[config.mk]
export PLATFORM = sky130hd
export DESIGN_NAME = instr_fetch_unit
export DESIGN_NICKNAME = d
export VERILOG_FILES = /design/src/rtl/datapath_pkg.sv /design/src/rtl/fetch_fifo.sv /design/src/rtl/instr_fetch_unit.sv
export SDC_FILE = /design/constraint.sdc
export NUM_CORES = 1
export LEC_CHECK = 0
export CORE_ASPECT_RATIO = 1.25
export CORE_MARGIN = 2
export CORE_UTILIZATION = 50
export CTS_BUF_LIST = sky130_fd_sc_hd__clkbuf_16
export CTS_CLUSTER_DIAMETER = 100
export DETAILED_ROUTE_END_ITERATION = 8
export GPL_TIMING_DRIVEN = 0
export PLACE_DENSITY = 0.8
export SLEW_MARGIN = 20
export SYNTH_ARGS = -nofsm -noshare
export SYNTH_HDL_FRONTEND = slang
export SYNTH_HIERARCHICAL = 1
export SYNTH_SLANG_ARGS = --single-unit
export TNS_END_PERCENT = 1
[constraint.sdc]
create_clock -name CLK -period 3.3 [get_ports CLK]
set_input_delay 0.66 -clock CLK [delete_from_list [all_inputs] [get_ports CLK]]
set_output_delay 0.66 -clock CLK [all_outputs]
set_load 0.02 [all_outputs]
[src/rtl/datapath_pkg.sv]
// Shared datapath types for the fetch front end.
// Latency: n/a (types, constants and pure helper functions only).
// Backpressure: n/a.
package datapath_pkg;

    typedef logic [31:0] word_t;

    typedef enum logic {
        FETCH  = 1'b0,
        HALTED = 1'b1
    } fetch_state_t;

    typedef struct packed {
        word_t instr;
        word_t pc;
    } fetch_entry_t;

    localparam word_t PC_RESET = 32'h0000_0000;

    // Sequential fetch address; wraps naturally at the top of the 32-bit space.
    function automatic word_t next_fetch_pc(input word_t pc);
        return pc + 32'd4;
    endfunction

    // Redirect targets are forced onto a word boundary.
    function automatic word_t align_word(input word_t addr);
        return {addr[31:2], 2'b00};
    endfunction

endpackage

[src/rtl/fetch_fifo.sv]
// Registered FIFO of fetched {instr, pc} entries with synchronous flush.
// Latency: a push in cycle n is visible at the head in cycle n+1; the head is read straight from storage.
// Backpressure: pushes while full and pops while empty are ignored; flush discards any same-cycle push or pop.
module fetch_fifo
    import datapath_pkg::*;
#(
    parameter int BUF_DEPTH = 2,
    localparam int PW = $clog2(BUF_DEPTH),
    localparam int CW = PW + 1
) (
    input  logic         CLK,
    input  logic         nRST,
    input  logic         push,
    input  fetch_entry_t push_dat,
    input  logic         pop,
    input  logic         flush,
    output fetch_entry_t head_dat,
    output logic         head_vld,
    output logic [CW-1:0] count
);

    localparam logic [CW-1:0] DEPTH_C = CW'(BUF_DEPTH);

    fetch_entry_t    mem [BUF_DEPTH];
    logic [PW-1:0]   wr_ptr;
    logic [PW-1:0]   rd_ptr;
    logic [CW-1:0]   cnt;
    logic            full;
    logic            do_push;
    logic            do_pop;

    assign full     = (cnt == DEPTH_C);
    assign head_vld = (cnt != '0);
    assign head_dat = mem[rd_ptr];
    assign count    = cnt;

    // A flush wins over everything else in the same cycle.
    assign do_push = push && !full && !flush;
    assign do_pop  = pop && head_vld && !flush;

    // Pointer and occupancy bookkeeping; depth is a power of two so pointers wrap on their own.
    always_ff @(posedge CLK or negedge nRST) begin
        if (!nRST) begin
            wr_ptr <= '0;
            rd_ptr <= '0;
            cnt    <= '0;
        end else if (flush) begin
            wr_ptr <= '0;
            rd_ptr <= '0;
            cnt    <= '0;
        end else begin
            if (do_push) begin
                wr_ptr <= wr_ptr + 1'b1;
            end
            if (do_pop) begin
                rd_ptr <= rd_ptr + 1'b1;
            end
            case ({do_push, do_pop})
                2'b10:   cnt <= cnt + 1'b1;
                2'b01:   cnt <= cnt - 1'b1;
                default: cnt <= cnt;
            endcase
        end
    end

    // Entry storage; cleared on reset so the head reads as zero until the first push.
    always_ff @(posedge CLK or negedge nRST) begin
        if (!nRST) begin
            for (int i = 0; i < BUF_DEPTH; i++) begin
                mem[i] <= '0;
            end
        end else if (do_push) begin
            mem[wr_ptr] <= push_dat;
        end
    end

endmodule

[src/rtl/instr_fetch_unit.sv]
// Fetch stage: owns fetch_pc, requests imem one word at a time, buffers words for decode.
// Latency: imem hit in cycle n -> instr_valid in cycle n+1; redirect/halt take effect at the next edge.
// Backpressure: decode stalls via instr_ready; requests stop while the buffer is full, the request address holds until a hit.
module instr_fetch_unit
    import datapath_pkg::*;
#(
    parameter word_t RESET_PC  = PC_RESET,
    parameter int    BUF_DEPTH = 2
) (
    input  logic  CLK,
    input  logic  nRST,
    output logic  imem_ren,
    output word_t imem_addr,
    input  logic  imem_hit,
    input  word_t imem_load,
    output word_t instr,
    output word_t instr_pc,
    output logic  instr_valid,
    input  logic  instr_ready,
    input  logic  redirect,
    input  word_t redirect_pc,
    input  logic  halt,
    output logic  halted
);

    localparam int CW = $clog2(BUF_DEPTH) + 1;
    localparam logic [CW-1:0] DEPTH_C = CW'(BUF_DEPTH);

    fetch_state_t  state_q;
    fetch_state_t  state_d;
    word_t         fetch_pc;
    logic [CW-1:0] fifo_count;
    logic          fifo_push;
    logic          fifo_pop;
    logic          fifo_flush;
    fetch_entry_t  fifo_push_dat;
    fetch_entry_t  fifo_head;
    logic          in_fetch;
    logic          unused_redirect_bits;

    // Low address bits of a redirect target are ignored by design.
    assign unused_redirect_bits = ^redirect_pc[1:0];

    assign in_fetch = (state_q == FETCH);

    // State register: HALTED is sticky until reset.
    always_ff @(posedge CLK or negedge nRST) begin
        if (!nRST) begin
            state_q <= FETCH;
        end else begin
            state_q <= state_d;
        end
    end

    // Next state: halt from decode is the only way out of FETCH.
    always_comb begin
        state_d = state_q;
        case (state_q)
            FETCH:   if (halt) state_d = HALTED;
            HALTED:  state_d = HALTED;
            default: state_d = FETCH;
        endcase
    end

    // Outputs: a request goes out only with buffer room and no redirect/halt this cycle; held low during reset.
    always_comb begin
        imem_ren = 1'b0;
        halted   = 1'b0;
        case (state_q)
            FETCH: begin
                imem_ren = nRST && (fifo_count < DEPTH_C) && !redirect && !halt;
            end
            HALTED: begin
                halted = 1'b1;
            end
            default: begin
                imem_ren = 1'b0;
                halted   = 1'b0;
            end
        endcase
    end

    assign imem_addr = fetch_pc;

    // Fetch PC: halt freezes it and beats redirect; redirect beats a same-cycle hit.
    always_ff @(posedge CLK or negedge nRST) begin
        if (!nRST) begin
            fetch_pc <= RESET_PC;
        end else if (in_fetch && !halt) begin
            if (redirect) begin
                fetch_pc <= align_word(redirect_pc);
            end else if (imem_ren && imem_hit) begin
                fetch_pc <= next_fetch_pc(fetch_pc);
            end
        end
    end

    // imem_ren is already low on redirect/halt, so a hit in that cycle never reaches the buffer.
    assign fifo_push     = imem_ren && imem_hit;
    assign fifo_push_dat = '{instr: imem_load, pc: fetch_pc};
    assign fifo_pop      = instr_valid && instr_ready;
    assign fifo_flush    = in_fetch && (halt || redirect);

    fetch_fifo #(
        .BUF_DEPTH (BUF_DEPTH)
    ) u_fifo (
        .CLK      (CLK),
        .nRST     (nRST),
        .push     (fifo_push),
        .push_dat (fifo_push_dat),
        .pop      (fifo_pop),
        .flush    (fifo_flush),
        .head_dat (fifo_head),
        .head_vld (instr_valid),
        .count    (fifo_count)
    );

    assign instr    = fifo_head.instr;
    assign instr_pc = fifo_head.pc;

endmodule
Word-level counts from Yosys, hierarchy flattened
Index checks and enable logic that the tools add are counted.
Widths: inputs -> output; s select.
- register bits: 165
- word-level logic and storage cells: 65
- multiplexer cells: 18
- eq/ne operators: 3
- bitwise operators: 3
- add/subtract/negate cells: 5
- order comparisons: 4
- reductions and logical operators: 23
- operators by type and width (kind ; count):
    $mux 64 ; 4
    $bwmux 128 ; 1
    $demux 64 s1 ; 1
    $mux 32 ; 2
    $add 32x3->32 const B ; 1
    $logic_and 1x1->1 ; 12
    $reduce_bool 2->1 ; 4
    $mux 1 ; 7
    $eq 2x2->1 const B ; 2
    $ge 2x2->1 const B ; 2
    $logic_not 1->1 ; 4
    $not 1->2 ; 2
    $pmux 2 s2 ; 1
    $reduce_bool 3->1 ; 1
    $add 1x1->1 const B ; 2
    $add 2x1->2 const B ; 1
    $eq 2x1->1 const B ; 1
    $lt 2x1->1 const B ; 1
    $lt 2x2->1 const B ; 1
    $mux 2 ; 1
    $pmux 1 s2 ; 1
    $reduce_and 2->1 ; 1
    $sub 2x1->2 const B ; 1
    $logic_or 1x1->1 ; 1
    $not 1->1 ; 1

Longest topological paths before layout
Gate-level depths: netlist of run 1.
- word-level depth: 11
- mapped depth: 9
- mapped depth without buffers: 6

By module
Netlist of run 1, hierarchy kept.
- by module, submodules not included (module ; times used ; cells each ; area each (um2)):
    fetch_fifo ; 1 ; 365 ; 5890.6
    instr_fetch_unit ; 1 ; 257 ; 2089.5

Least setup slack after synthesis of run 1
OpenSTA, ideal clock, no wires.
- kind: in2reg
- start: input port redirect
- end: register u_fifo/mem[108] (netlist name)
- library setup time: 125 ps
- stages: 7
- setup slack: 133 ps
- arrival time: 3042 ps
- data required time: 3175 ps
- cells stage by stage: clkbuf_1 > clkbuf_1 > nor4_1 > inv_1 > nor4_4 > buf_6 > mux2_4
- cells in the longest elaborated chain, start to end: 7
- elaborated cells on any way between the ends: 10
- RTL lines (element ; line ; text):
    from (decl) ; instr_fetch_unit.sv:20 ; input logic redirect,
    $logic_not 1->1 ; instr_fetch_unit.sv:71 ; imem_ren = nRST && (fifo_count < DEPTH_C) && !redirect && !halt;
    $logic_and 1x1->1 (2 in a row) ; instr_fetch_unit.sv:71 ;
    $mux 1 ; instr_fetch_unit.sv:69 ; case (state_q)
    $logic_and 1x1->1 ; instr_fetch_unit.sv:99 ; assign fifo_push = imem_ren && imem_hit;
    via fifo_push ; instr_fetch_unit.sv:33 ; logic fifo_push;
    $logic_and 1x1->1 (2 in a row) ; fetch_fifo.sv:38 ; assign do_push = push && !full && !flush;
    to (signal, indexed assignment) ; fetch_fifo.sv:73 ; mem[wr_ptr] <= push_dat;
    to (decl) ; fetch_fifo.sv:24 ; fetch_entry_t mem [BUF_DEPTH];
The timed path passes the listed nets, and every way through them passes these cells.
A chain may end at the register's enable or synchronous reset.

Final worst setup path of run 1
- start: register u_fifo.rd_ptr
- end: output port instr[27]
- cells in the longest elaborated chain, start to end: 4
- RTL lines (element ; line ; text):
    from (decl) ; fetch_fifo.sv:26 ; logic [PW-1:0] rd_ptr;
    from (signal assigned) ; fetch_fifo.sv:56 ; rd_ptr <= rd_ptr + 1'b1;
    $not 1->2 (implied by the code) ; fetch_fifo.sv:34 ; assign head_dat = mem[rd_ptr];
    $mux 64 (implied by the code) (3 in a row) ; fetch_fifo.sv:34 ;
    to (decl) ; instr_fetch_unit.sv:16 ; output word_t instr,
Every way passes these cells. The select of a mux whose other input is x is not followed.

==> results of run 1 <==
synth_stat cells (all sizes together), types with 3 or more instances:
cell,number
mux2i,4
nand3,22
o22ai,6
or2,3
nand4,12
a21oi,22
o21ai,26
dfrtp,163
inv,4
nor4,8
and4,3
mux2,193
nor2,23
nor2b,5
a22oi,10
and3,8
buf,17
nand2,24
nor3,9
clkbuf,21
routing by layer:
metal / track usage [%] / part of all wire [%] / vias to the layer above
met5: 0 / 0 / -
met4: 6.47 / 1.7 / 0
met3: 6.56 / 7.7 / 36
met2: 39.7 / 49 / 275
met1: 31.7 / 42 / 2989
li1: - / - / 2673
critical path, delay by kind of cell (launching register included):
family                 cells  cell delay (ns)
flip-flops                 1             0.34
buffers and inverters      3             1.40
multiplexers               1             0.41
power groups by stage:
stage	logic (mW)	registers [mW]	clock network (mW)
finish	0.762	2.13	1.82
global route	0.824	2.14	1.95
CTS	0.763	2.13	1.86
detailed placement	0.756	2.16	0
global placement	0.735	2.16	0
floorplan	0.403	2.16	0
repair_timing:
action / CTS / global route
buffers inserted: 3 / 1
pin swaps: 1 / 1
cloned: 0 / 0
gates resized for setup: 5 / 12
setup endpoints to repair: 175 / 175
per-stage QoR:
stage                     util [%]  hold slack (ns)  setup slack, ns  instance area, um2
after detailed placement      63.8            0.485            -1.43                9930
after global routing          67.6            0.190          -0.0770               10500
final                         67.6            0.173           0.0882               10500
after CTS                     67.5            0.259          -0.0264               10500
after global placement        63.6            0.465            -6.59                9900
after floorplan                  -            0.364            0.133                8000
cell families (layout without fill, tap and decap cells):
family	count (synthesis)	after routing	share of synthesized area, %
AO/OA/AOI/OAI	86	86	6.84
flip-flops	163	163	51.1
other	1	6	0.0470
AND/OR/NAND/NOR	131	131	9.34
buffers and inverters	42	240	2.77
XOR/XNOR	1	1	0.110
adder cells (fa/ha/maj)	1	1	0.157
multiplexers	197	197	29.6
how the worst min path moves through the flow:
stage / start / endpoint / slack (ns) / depth (start not counted)
floorplan: nRST / imem_addr[10] / 0.36 / 0
detailed placement: u_fifo/mem[70] / u_fifo/mem[70] / 0.48 / 1
global route: nRST / u_fifo/mem[119] / 0.19 / 1
CTS: nRST / u_fifo/mem[119] / 0.26 / 1
finish: nRST / u_fifo/mem[60] / 0.17 / 1
global placement: u_fifo/mem[70] / u_fifo/mem[70] / 0.46 / 1
layout make-up:
cell class,instances,share of cell area [%]
Clock buffer,17,4.04
Buffer,37,2.00
Clock inverter,14,1.09
Timing Repair Buffer,168,16.1
Inverter,4,0.143
Tap cell,212,2.52
Sequential cell,163,38.7
Multi-Input combinational cell,422,35.4
state kept, by name (all words and copies together), names as in the netlist:
name,count
u_fifo/count,2
u_fifo/wr_ptr,1
u_fifo/mem,128
state_q,1
u_fifo/rd_ptr,1
imem_addr,30
==> reports/metrics.sh, run 1 <==
FINAL.FILL_COUNT=1185
COMBPWRFRAC_PCT=16.2
WORSTPATHREQUIRED_NS=2.64
GLOBAL_ROUTE_WIRE_LENGTH_BEFORE_REPAIR_UM=32500
CLOCKPOWERSHARE_PCT=38.7
CAPTURE_POINT_OF_THE_WORST_PATH='instr[27]'
CLOCK-SINKS=163
WORSTPATHCELLLIST='clkbuf_2 > clkbuf_1 > mux2_2 > clkdlybuf4s50_1'
SYNTHESIS.AREA_PER_INSTANCE_UM2=12.8
CRITICAL_PATH.REG2REG.ENDPOINT='u_fifo/mem[80]'
YS_ASYNC_SR_FRACTION_PCT=100
YS.WARNINGS.COUNT=6
CELLLEAKAGEPOWER_nW=4.83
CRITICAL_PATH.MAX_STAGE_DELAY_NS=0.55
ROOT_BUF_CELL='sky130_fd_sc_hd__clkbuf_16'
SETUP_VIOLATIONS=0
SYNTH_AREA_UM2=7980
GRT_ANTENNA_BEFORE_REPAIR=0
NETLIST.TOP_CELL.BY_AREA='sky130_fd_sc_hd__dfrtp_1'
DIODES=0
SETUP_SLACK_OF_THE_WORST_REGISTER_TO_REGISTER_PATH_NS=0.85
ROUTED_WIRE_LENGTH_PER_INSTANCE_UM=19.5
GRT_UTIL_OVERALL_PCT=24.3
VIAS=5973
CP_DATA_ARRIVAL_TIME_NS=2.55
PLACED_CELLS=1003
CELL_INTERNAL_PWR_mW=3.44
POWER-PER-CELL-AREA_nW_PER_UM2=448
WORST_IR_DROP_VDD_mV=0.324
FIN_TNS_SETUP_NS=0
LAYOUT.NETS=884
INITIAL_UTILIZATION_PCT=51.3
MULTIINPUTGATEAREA_UM2=3720
TRITONCTS_CLOCK_TREE='done'
DRTPASS1ITERATIONS=5
SETUP_REPAIR_AFTER_GLOBAL_ROUTING_MISSED_ITS_MARGIN='yes'
PORT-BUFFER-COUNT=163
DIE_WIDTH_UM=117
CRIT_FANOUT=10
CTS_MAX_PATH_BUFFERS=2
DIEHEIGHT_UM=145
CRIT_TYPE='register to primary output'
SEQUENTIALPOWERSHARE_PCT=45.1
AREA_GROWTH_SYN_TO_LAYOUT_PCT=32.0
DP_HPWL_UM=14300
POWER_SWITCHING_mW=1.28
REG2REGPATHDEPTH=7
WORST_SLEW_PIN_SLEW_NS=0.654
SYNTH.LIB_CELLS_USED.DISTINCT=63
CLOCK.FMAX_MHz=311
SEQUENTIAL_CELL_AREA_UM2=4080
DRIVE_ABOVE_1_SHARE_PCT=32.0
POST_SYNTH_MAIN_AREA_CONTRIBUTORS='sky130_fd_sc_hd__dfrtp_1, sky130_fd_sc_hd__mux2_2, sky130_fd_sc_hd__mux2_4, sky130_fd_sc_hd__o21ai_0, sky130_fd_sc_hd__a21oi_1'
REG2REG_FROM='u_fifo/count[1]'
YOSYS_REGISTER_BITS=163
CLOCK_LATENCY_NS=0.42
TIMING.MAX_CAP.VIOLATIONS=0
VIA_COUNT_OF_THE_FIRST_GLOBAL_ROUTING_PASS=6266
NUMCTSBUFFERS=17
GRT_START_MAX_NET_PINS=88
IO-PIN-COUNT=169
ROUTABILITY_DRIVEN_PLACEMENT_CONGESTION_RATIO=0.942
FINALWIRELENGTH_UM=20200
SEQ_AREA_FRAC_SYNTH_PCT=51.1
AVGVIACOUNTPERCELL=5.76
MOSTFREQUENTLAYOUTCELLS='sky130_fd_sc_hd__dfrtp_1, sky130_fd_sc_hd__clkdlybuf4s50_1, sky130_fd_sc_hd__mux2_2'
CRITICAL_PATH_SINK_TYPE='primary output'
CRITPATHLAUNCH='u_fifo/rd_ptr'
RESULT_OF_THE_RUN='finished clean'
DRC=0
FINAL_COMMON_CELL='sky130_fd_sc_hd__dfrtp_1'
SYN-INSTANCE-COUNT=622
DETAIL_ROUTE.ITER0.VIOLATIONS=466
CLK_PIN_SLEW_WORST_PATHS_NS=0.06
DESIGN_POWER_TOTAL_mW=4.72
SYNTH_TOP_CELL_AREA_SHARE_PCT=51.1
SYNTH_FF_TYPE='sky130_fd_sc_hd__dfrtp_1'
START_KIND='register'
HTREEDEPTH=4
STANDARD_CELL_ROW_COUNT=51
POSTCTSHOLDBUFS=0
NETSWITCHINGFRACTION_PCT=27.1
ANTENNA_VIOLATING_NETS_POST_ROUTE=0
GRT_REMAINING_OVERFLOW=0
LAYOUT_MIN_CYCLE_TIME_NS=3.21
WORST_PATH_MAX_DELAY_CELL='sky130_fd_sc_hd__clkdlybuf4s50_1'
SYNTH_ENABLE_FLOP_CELLS=0
CORE-AREA_UM2=15600
INSTANCES_NO_FILL=1037
FIN_WORST_SKEW_NS=0.00933
MIN_PATH_TYPE='input port to asynchronous set/reset pin'
FINALCRITPERIODSHARE_PCT=97.3
FINALMAXSLEWVIOLATIONS=0
HOLD_VIOL_FINAL=0
FP.DIEAREA_UM2=17000
TIMING.SLEW.HEADROOM_PCT=56.4
Note: power is estimated with default switching activity, not from simulation.
==> run 2: changes to the inputs <==
--- a/config.mk
+++ b/config.mk
@@ -6,7 +6,6 @@
 export NUM_CORES = 1
 export LEC_CHECK = 0
 export CORE_ASPECT_RATIO = 1.25
-export CORE_MARGIN = 2
 export CORE_UTILIZATION = 50
 export CTS_BUF_LIST = sky130_fd_sc_hd__clkbuf_16
 export CTS_CLUSTER_DIAMETER = 100
==> reports/metrics.sh, run 2 (same netlist as run 1, synthesis figures left out) <==
RESULT_OF_THE_RUN='finished clean'
HOLD_VIOL_FINAL=0  # unchanged
TIMING.SLEW.HEADROOM_PCT=57.3  # +0.97 points
TIMING.MAX_CAP.VIOLATIONS=0  # unchanged
DPL_WORST_SLACK_NS=-1.40  # +0.0286 ns
LARGEST-REGISTER='u_fifo/mem'
VIAS=5969  # -0.067%
SETUP_REPAIR_AFTER_GLOBAL_ROUTING_MISSED_ITS_MARGIN='yes'
AVGVIACOUNTPERCELL=5.75  # -0.16%
CLOCK_LATENCY_NS=0.42  # about the same
MIN_PATH_TYPE='input port to asynchronous set/reset pin'
DIODES=0  # unchanged
FINALINSTANCEAREA_UM2=10600  # +0.47%
ROOT_BUF_CELL='sky130_fd_sc_hd__clkbuf_16'
FP.DIEAREA_UM2=16500  # -3.1%
FINALCRITPERIODSHARE_PCT=98.7  # +1.4 points
WORST_SLEW_PIN_SLEW_NS=0.635  # -0.0198 ns
SETUP_SLACK_OF_THE_WORST_REGISTER_TO_REGISTER_PATH_NS=0.70  # -0.15 ns
DP_HPWL_UM=14200  # -1.3%
CLOCK-SINKS=163  # unchanged
CRITICAL_PATH_SINK_TYPE='primary output'
NUMCTSBUFFERS=17  # unchanged
TRITONCTS_CLOCK_TREE='done'
POSTCTSHOLDBUFS=0  # unchanged
AREA_GROWTH_SYN_TO_LAYOUT_PCT=32.6
CELLLEAKAGEPOWER_nW=4.88  # +0.94%
GLOBAL_ROUTE_WIRE_LENGTH_BEFORE_REPAIR_UM=31900  # -1.6%
ROUTED_WIRE_LENGTH_PER_INSTANCE_UM=19.6  # +0.64%
INSTANCES_NO_FILL=1038  # +0.096%
LAYOUT.NETS=884  # unchanged
FINAL_COMMON_CELL='sky130_fd_sc_hd__dfrtp_1'
INITIAL_UTILIZATION_PCT=51.3  # unchanged
CLK_PIN_SLEW_WORST_PATHS_NS=0.06  # about the same
DRIVE_ABOVE_1_SHARE_PCT=31.8  # -0.16 points
DRTPASS1ITERATIONS=5  # unchanged
PLACED_CELLS=1003  # unchanged
ROUTABILITY_DRIVEN_PLACEMENT_CONGESTION_RATIO=0.906  # -3.8%
POWER-PER-CELL-AREA_nW_PER_UM2=457  # +2.1%
PORT-BUFFER-COUNT=163  # unchanged
FINALMAXSLEWVIOLATIONS=0  # unchanged
IO-PIN-COUNT=169  # unchanged
DETAIL_ROUTE.ITER0.VIOLATIONS=374  # -20%
CP_DATA_ARRIVAL_TIME_NS=2.60  # +0.05 ns
DIE_WIDTH_UM=115  # -1.7%
LAYOUT_MIN_CYCLE_TIME_NS=3.26  # +0.0462 ns
FINALWIRELENGTH_UM=20400  # +0.74%
GRT_UTIL_OVERALL_PCT=25.5  # +1.2 points
FINAL.SETUP.WORST_SLACK_NS=0.0421  # -0.0462 ns
REG2REGPATHDEPTH=7  # unchanged
REG2REG_FROM='u_fifo/count[1]'
POSTLAYOUTCOREUTIL_PCT=68.0  # +0.32 points
CRIT_FANOUT=10  # unchanged
DRC=0  # unchanged
VIA_COUNT_OF_THE_FIRST_GLOBAL_ROUTING_PASS=6287  # +0.34%
CRITICAL_PATH.REG2REG.ENDPOINT='u_fifo/mem[84]'
GRT_REMAINING_OVERFLOW=0  # unchanged
ANTENNA_VIOLATING_NETS_POST_ROUTE=0  # unchanged
GRT_ANTENNA_BEFORE_REPAIR=0  # unchanged
FLIP_FLOP_COUNT_OF_THE_LARGEST_REGISTER_AFTER_LAYOUT=128  # unchanged
GRT_START_MAX_NET_PINS=108  # +23%
MOSTFREQUENTLAYOUTCELLS='sky130_fd_sc_hd__dfrtp_1, sky130_fd_sc_hd__clkdlybuf4s50_1, sky130_fd_sc_hd__mux2_2'
STANDARD_CELL_ROW_COUNT=51  # unchanged
WORSTPATHREQUIRED_NS=2.64  # about the same
CRIT_TYPE='input port to primary output'
FIN_WORST_SKEW_NS=0.00752  # -0.00182 ns
SETUP_VIOLATIONS=0  # unchanged
CORE-AREA_UM2=15600  # unchanged
CLOCK.FMAX_MHz=307  # -1.4%
CTS_MAX_PATH_BUFFERS=2  # unchanged
WORST_IR_DROP_VDD_mV=0.268  # -17%
START_KIND='input port'
DIEHEIGHT_UM=143  # -1.4%
HTREEDEPTH=4  # unchanged
DETAILED_PLACE.AREA_UM2=9930  # unchanged
[run 2: changes by cell type in the layout (fill, tap and decap cells not counted), moves of 2 or more]
cell and delta:
sky130_fd_sc_hd__clkinv_4 +2, sky130_fd_sc_hd__inv_6 -3, sky130_fd_sc_hd__buf_4 -3, sky130_fd_sc_hd__clkinv_2 +3, sky130_fd_sc_hd__clkinvlp_4 -5, sky130_fd_sc_hd__bufinv_16 +2
[run 2: what timing repair did]
item,4_1_cts,5_1_grt
gates resized for setup,7,8
buffers inserted,2,0
gates cloned,0,1
setup endpoints to repair,175,115
pin swaps,1,0
[run 2: worst max path at each step]
stage                              from               to  slack (ns)  cells after the start
final                              halt         imem_ren        0.04                      6
after global routing               halt         imem_ren       -0.07                      6
after global placement             nRST  u_fifo/mem[127]       -6.57                      7
after CTS                 u_fifo/rd_ptr        instr[31]        0.01                      4
after detailed placement           nRST   u_fifo/mem[65]       -1.40                      8
after floorplan                redirect  u_fifo/mem[108]        0.13                      7
[run 2: cell type report]
cell class | count | area, um2
fill | 1234 | 4990
sequential | 163 | 4080
multi-input combinational | 422 | 3720
timing repair buffer | 167 | 1720
clock buffer | 17 | 425
tap | 212 | 265
buffer | 38 | 215
clock inverter | 15 | 151
inverter | 4 | 15.0
[run 2: worst max-delay path, cell delays in order]
cell                              delay, ns
sky130_fd_sc_hd__clkdlybuf4s50_1       0.49
sky130_fd_sc_hd__nor2_4                0.28
sky130_fd_sc_hd__inv_1                 0.13
sky130_fd_sc_hd__clkbuf_1              0.27
sky130_fd_sc_hd__nor4b_2               0.39
sky130_fd_sc_hd__dlygate4sd2_1         0.38
[run 2: where the power goes]
group,switching (mW),internal (mW)
registers,0.0841,2.05
logic,0.402,0.365
clock network,0.771,1.17
total,1.26,3.58
[run 2: per-stage QoR]
stage | total power [mW] | TNS [ns] | hold WS [ns]
final | 4.84 | 0 | 0.180
after global routing | 5.02 | -0.433 | 0.202
after CTS | 4.88 | 0 | 0.172
after detailed placement | 2.93 | -124.25 | 0.481
after global placement | 2.90 | -1726.59 | 0.464
after floorplan | 2.57 | 0 | 0.364
[run 2: per-layer routing]
layer	global-route usage [%]	vias to the layer above	share of wire, %
li1	-	2682	-
met1	29.7	2969	40
met2	44.9	277	50
met3	5.77	41	7.5
met4	10.2	0	2.0
met5	0	-	0
==> run 3: changes to the inputs <==
--- a/config.mk
+++ b/config.mk
@@ -5,7 +5,6 @@
 export SDC_FILE = /design/constraint.sdc
 export NUM_CORES = 1
 export LEC_CHECK = 0
-export CORE_ASPECT_RATIO = 1.25
 export CORE_UTILIZATION = 50
 export CTS_BUF_LIST = sky130_fd_sc_hd__clkbuf_16
 export CTS_CLUSTER_DIAMETER = 100
==> reports/metrics.sh, run 3 (same netlist as run 1, synthesis figures left out) <==
START_KIND='input port'
FIN_TNS_SETUP_NS=-0.00484  # -0.00484 ns
INSTANCES_NO_FILL=1037  # -0.096%
ROOT_BUF_CELL='sky130_fd_sc_hd__clkbuf_16'
CLOCK.FMAX_MHz=303  # -1.4%
WORSTPATHCELLLIST='clkdlybuf4s50_1 > nor2_4 > inv_1 > clkbuf_1 > nor4b_1 > dlygate4sd2_1'
POSTCTSHOLDBUFS=0  # unchanged
WORST-PATH-BUF-INV=4  # unchanged
CORE-AREA_UM2=15400  # -1.3%
WORSTPATHREQUIRED_NS=2.64  # about the same
INITIAL_UTILIZATION_PCT=51.9  # +0.66 points
TIMING.SLEW.HEADROOM_PCT=57.4  # about the same
WORST_PATH_MAX_DELAY_CELL='sky130_fd_sc_hd__clkdlybuf4s50_1'
CLK_PIN_SLEW_WORST_PATHS_NS=0.06  # about the same
AVGVIACOUNTPERCELL=5.78  # +0.60%
FIN_WORST_SKEW_NS=0.00934  # +0.00182 ns
FP.DIEAREA_UM2=16500  # about the same
DIE_WIDTH_UM=128  # +12%
CELLLEAKAGEPOWER_nW=4.83  # -0.96%
DIODES=0  # unchanged
TIMING.MAX_CAP.VIOLATIONS=0  # unchanged
FAILED_CHECKS='negative setup slack'
TRITONCTS_CLOCK_TREE='done'
MIN_PATH_TYPE='input port to asynchronous set/reset pin'
STANDARD_CELL_ROW_COUNT=45  # -12%
TIMING.HOLD.WS_NS=0.162  # -0.0178 ns
POSTLAYOUTCOREUTIL_PCT=68.4  # +0.42 points
CP_TOP_FAMILY='buffers and inverters'
DRIVE_ABOVE_1_SHARE_PCT=31.5  # -0.36 points
DETAIL_ROUTE.ITER0.VIOLATIONS=517  # +38%
ANTENNA_VIOLATING_NETS_POST_ROUTE=0  # unchanged
GRT_REMAINING_OVERFLOW=0  # unchanged
FINALINSTANCEAREA_UM2=10500  # -0.66%
DRC=0  # unchanged
IO-PIN-COUNT=169  # unchanged
ROUTABILITY_DRIVEN_PLACEMENT_CONGESTION_RATIO=0.908  # +0.21%
CRIT_FANOUT=10  # unchanged
CRITICAL_PATH.MAX_STAGE_DELAY_NS=0.51  # +0.02 ns
VIA_COUNT_OF_THE_FIRST_GLOBAL_ROUTING_PASS=6243  # -0.70%
PORT-BUFFER-COUNT=163  # unchanged
POWER-PER-CELL-AREA_nW_PER_UM2=440  # -3.8%
CTS_MAX_PATH_BUFFERS=2  # unchanged
DETAILED_PLACE.AREA_UM2=9930  # about the same
RESULT_OF_THE_RUN='finished with violations'
SETUP_SLACK_OF_THE_WORST_REGISTER_TO_REGISTER_PATH_NS=0.86  # +0.16 ns
SETUP_REPAIR_AFTER_GLOBAL_ROUTING_MISSED_ITS_MARGIN='yes'
FLIP_FLOP_COUNT_OF_THE_LARGEST_REGISTER_AFTER_LAYOUT=128  # unchanged
VIAS=5999  # +0.50%
LAYOUT.NETS=884  # unchanged
FINAL.SETUP.WORST_SLACK_NS=-0.00484  # -0.0469 ns
AREA_GROWTH_SYN_TO_LAYOUT_PCT=31.7
ROUTED_WIRE_LENGTH_PER_INSTANCE_UM=19.4  # -1.0%
FINAL_COMMON_CELL='sky130_fd_sc_hd__dfrtp_1'
WORST_SLEW_PIN_SLEW_NS=0.640  # +0.00500 ns
CLOCK-SINKS=163  # unchanged
FINAL.FILL_COUNT=1104  # -11%
DRTPASS1ITERATIONS=5  # unchanged
CRIT_TYPE='input port to primary output'
NUMCTSBUFFERS=17  # unchanged
LAYOUT_MIN_CYCLE_TIME_NS=3.30  # +0.0469 ns
CRITICAL_PATH_SINK_TYPE='primary output'
REG2REG_FROM='u_fifo/count[1]'
GRT_UTIL_OVERALL_PCT=25.5  # +0.060 points
CP_DATA_ARRIVAL_TIME_NS=2.64  # +0.04 ns
HOLD_VIOL_FINAL=0  # unchanged
REG2REGPATHDEPTH=7  # unchanged
GRT_START_MAX_NET_PINS=105  # -2.8%
HTREEDEPTH=4  # unchanged
GRT_ANTENNA_BEFORE_REPAIR=0  # unchanged
FINALMAXSLEWVIOLATIONS=0  # unchanged
FINALWIRELENGTH_UM=20200  # -1.1%
SETUP_VIOLATIONS=1  # +1
WORST_IR_DROP_VDD_mV=0.369  # +38%
GLOBAL_ROUTE_WIRE_LENGTH_BEFORE_REPAIR_UM=32700  # +2.3%
FINALCRITPERIODSHARE_PCT=100  # +1.4 points
DP_HPWL_UM=13900  # -2.1%
CLOCK_LATENCY_NS=0.43  # about the same
PLACED_CELLS=1002  # -0.10%
CRITICAL_PATH.REG2REG.ENDPOINT='u_fifo/mem[69]'
DIEHEIGHT_UM=128  # -10%
LARGEST-REGISTER='u_fifo/mem'
MOSTFREQUENTLAYOUTCELLS='sky130_fd_sc_hd__dfrtp_1, sky130_fd_sc_hd__clkdlybuf4s50_1, sky130_fd_sc_hd__mux2_2'
## run 3: final cells by class
type | instances | area [um2] | share of cell area [%]
tap | 211 | 264 | 2.51
sequential | 163 | 4080 | 38.8
inverter | 4 | 15.0 | 0.143
clock inverter | 15 | 78.8 | 0.750
timing repair buffer | 167 | 1720 | 16.3
buffer | 38 | 216 | 2.06
multi-input combinational | 422 | 3720 | 35.4
clock buffer | 17 | 425 | 4.05
## run 3: timing repair
item	in CTS	in global routing
setup buffers	2	0
pin swaps	1	0
endpoints found under the hold margin	0	0
gates resized for setup	9	4
endpoints found under the setup margin	175	175
gates cloned	0	1
## run 3: worst max-delay path by stage
stage                        startpoint               to  slack, ns  cells after the start
after floorplan                redirect  u_fifo/mem[108]       0.13                      7
after global placement             nRST   u_fifo/mem[89]      -6.48                      7
after detailed placement           nRST   u_fifo/mem[69]      -1.43                      8
final                              halt         imem_ren     -0.005                      6
after global routing               halt         imem_ren      -0.06                      6
after CTS                 u_fifo/rd_ptr     instr_pc[25]      0.002                      4
## run 3: power breakdown
group	switching (mW)	internal [mW]
registers	0.0836	2.05
logic	0.402	0.365
clock network	0.791	0.937
total	1.28	3.35
## run 3: metrics by stage
| step | total power, mW | setup WS [ns] |
|---|---|---|
| floorplan | 2.57 | 0.133 |
| global placement | 2.90 | -6.48 |
| detailed placement | 2.92 | -1.43 |
| CTS | 4.65 | 0.00194 |
| global route | 4.80 | -0.0611 |
| finish | 4.63 | -0.00484 |
## run 3: layer usage
metal	GRT usage (%)	up-vias	part of all wire (%)
met3	8.23	37	8.9
met4	7.13	0	1.8
met5	0	-	0
li1	-	2677	-
met2	41.0	268	48
met1	33.2	3017	41
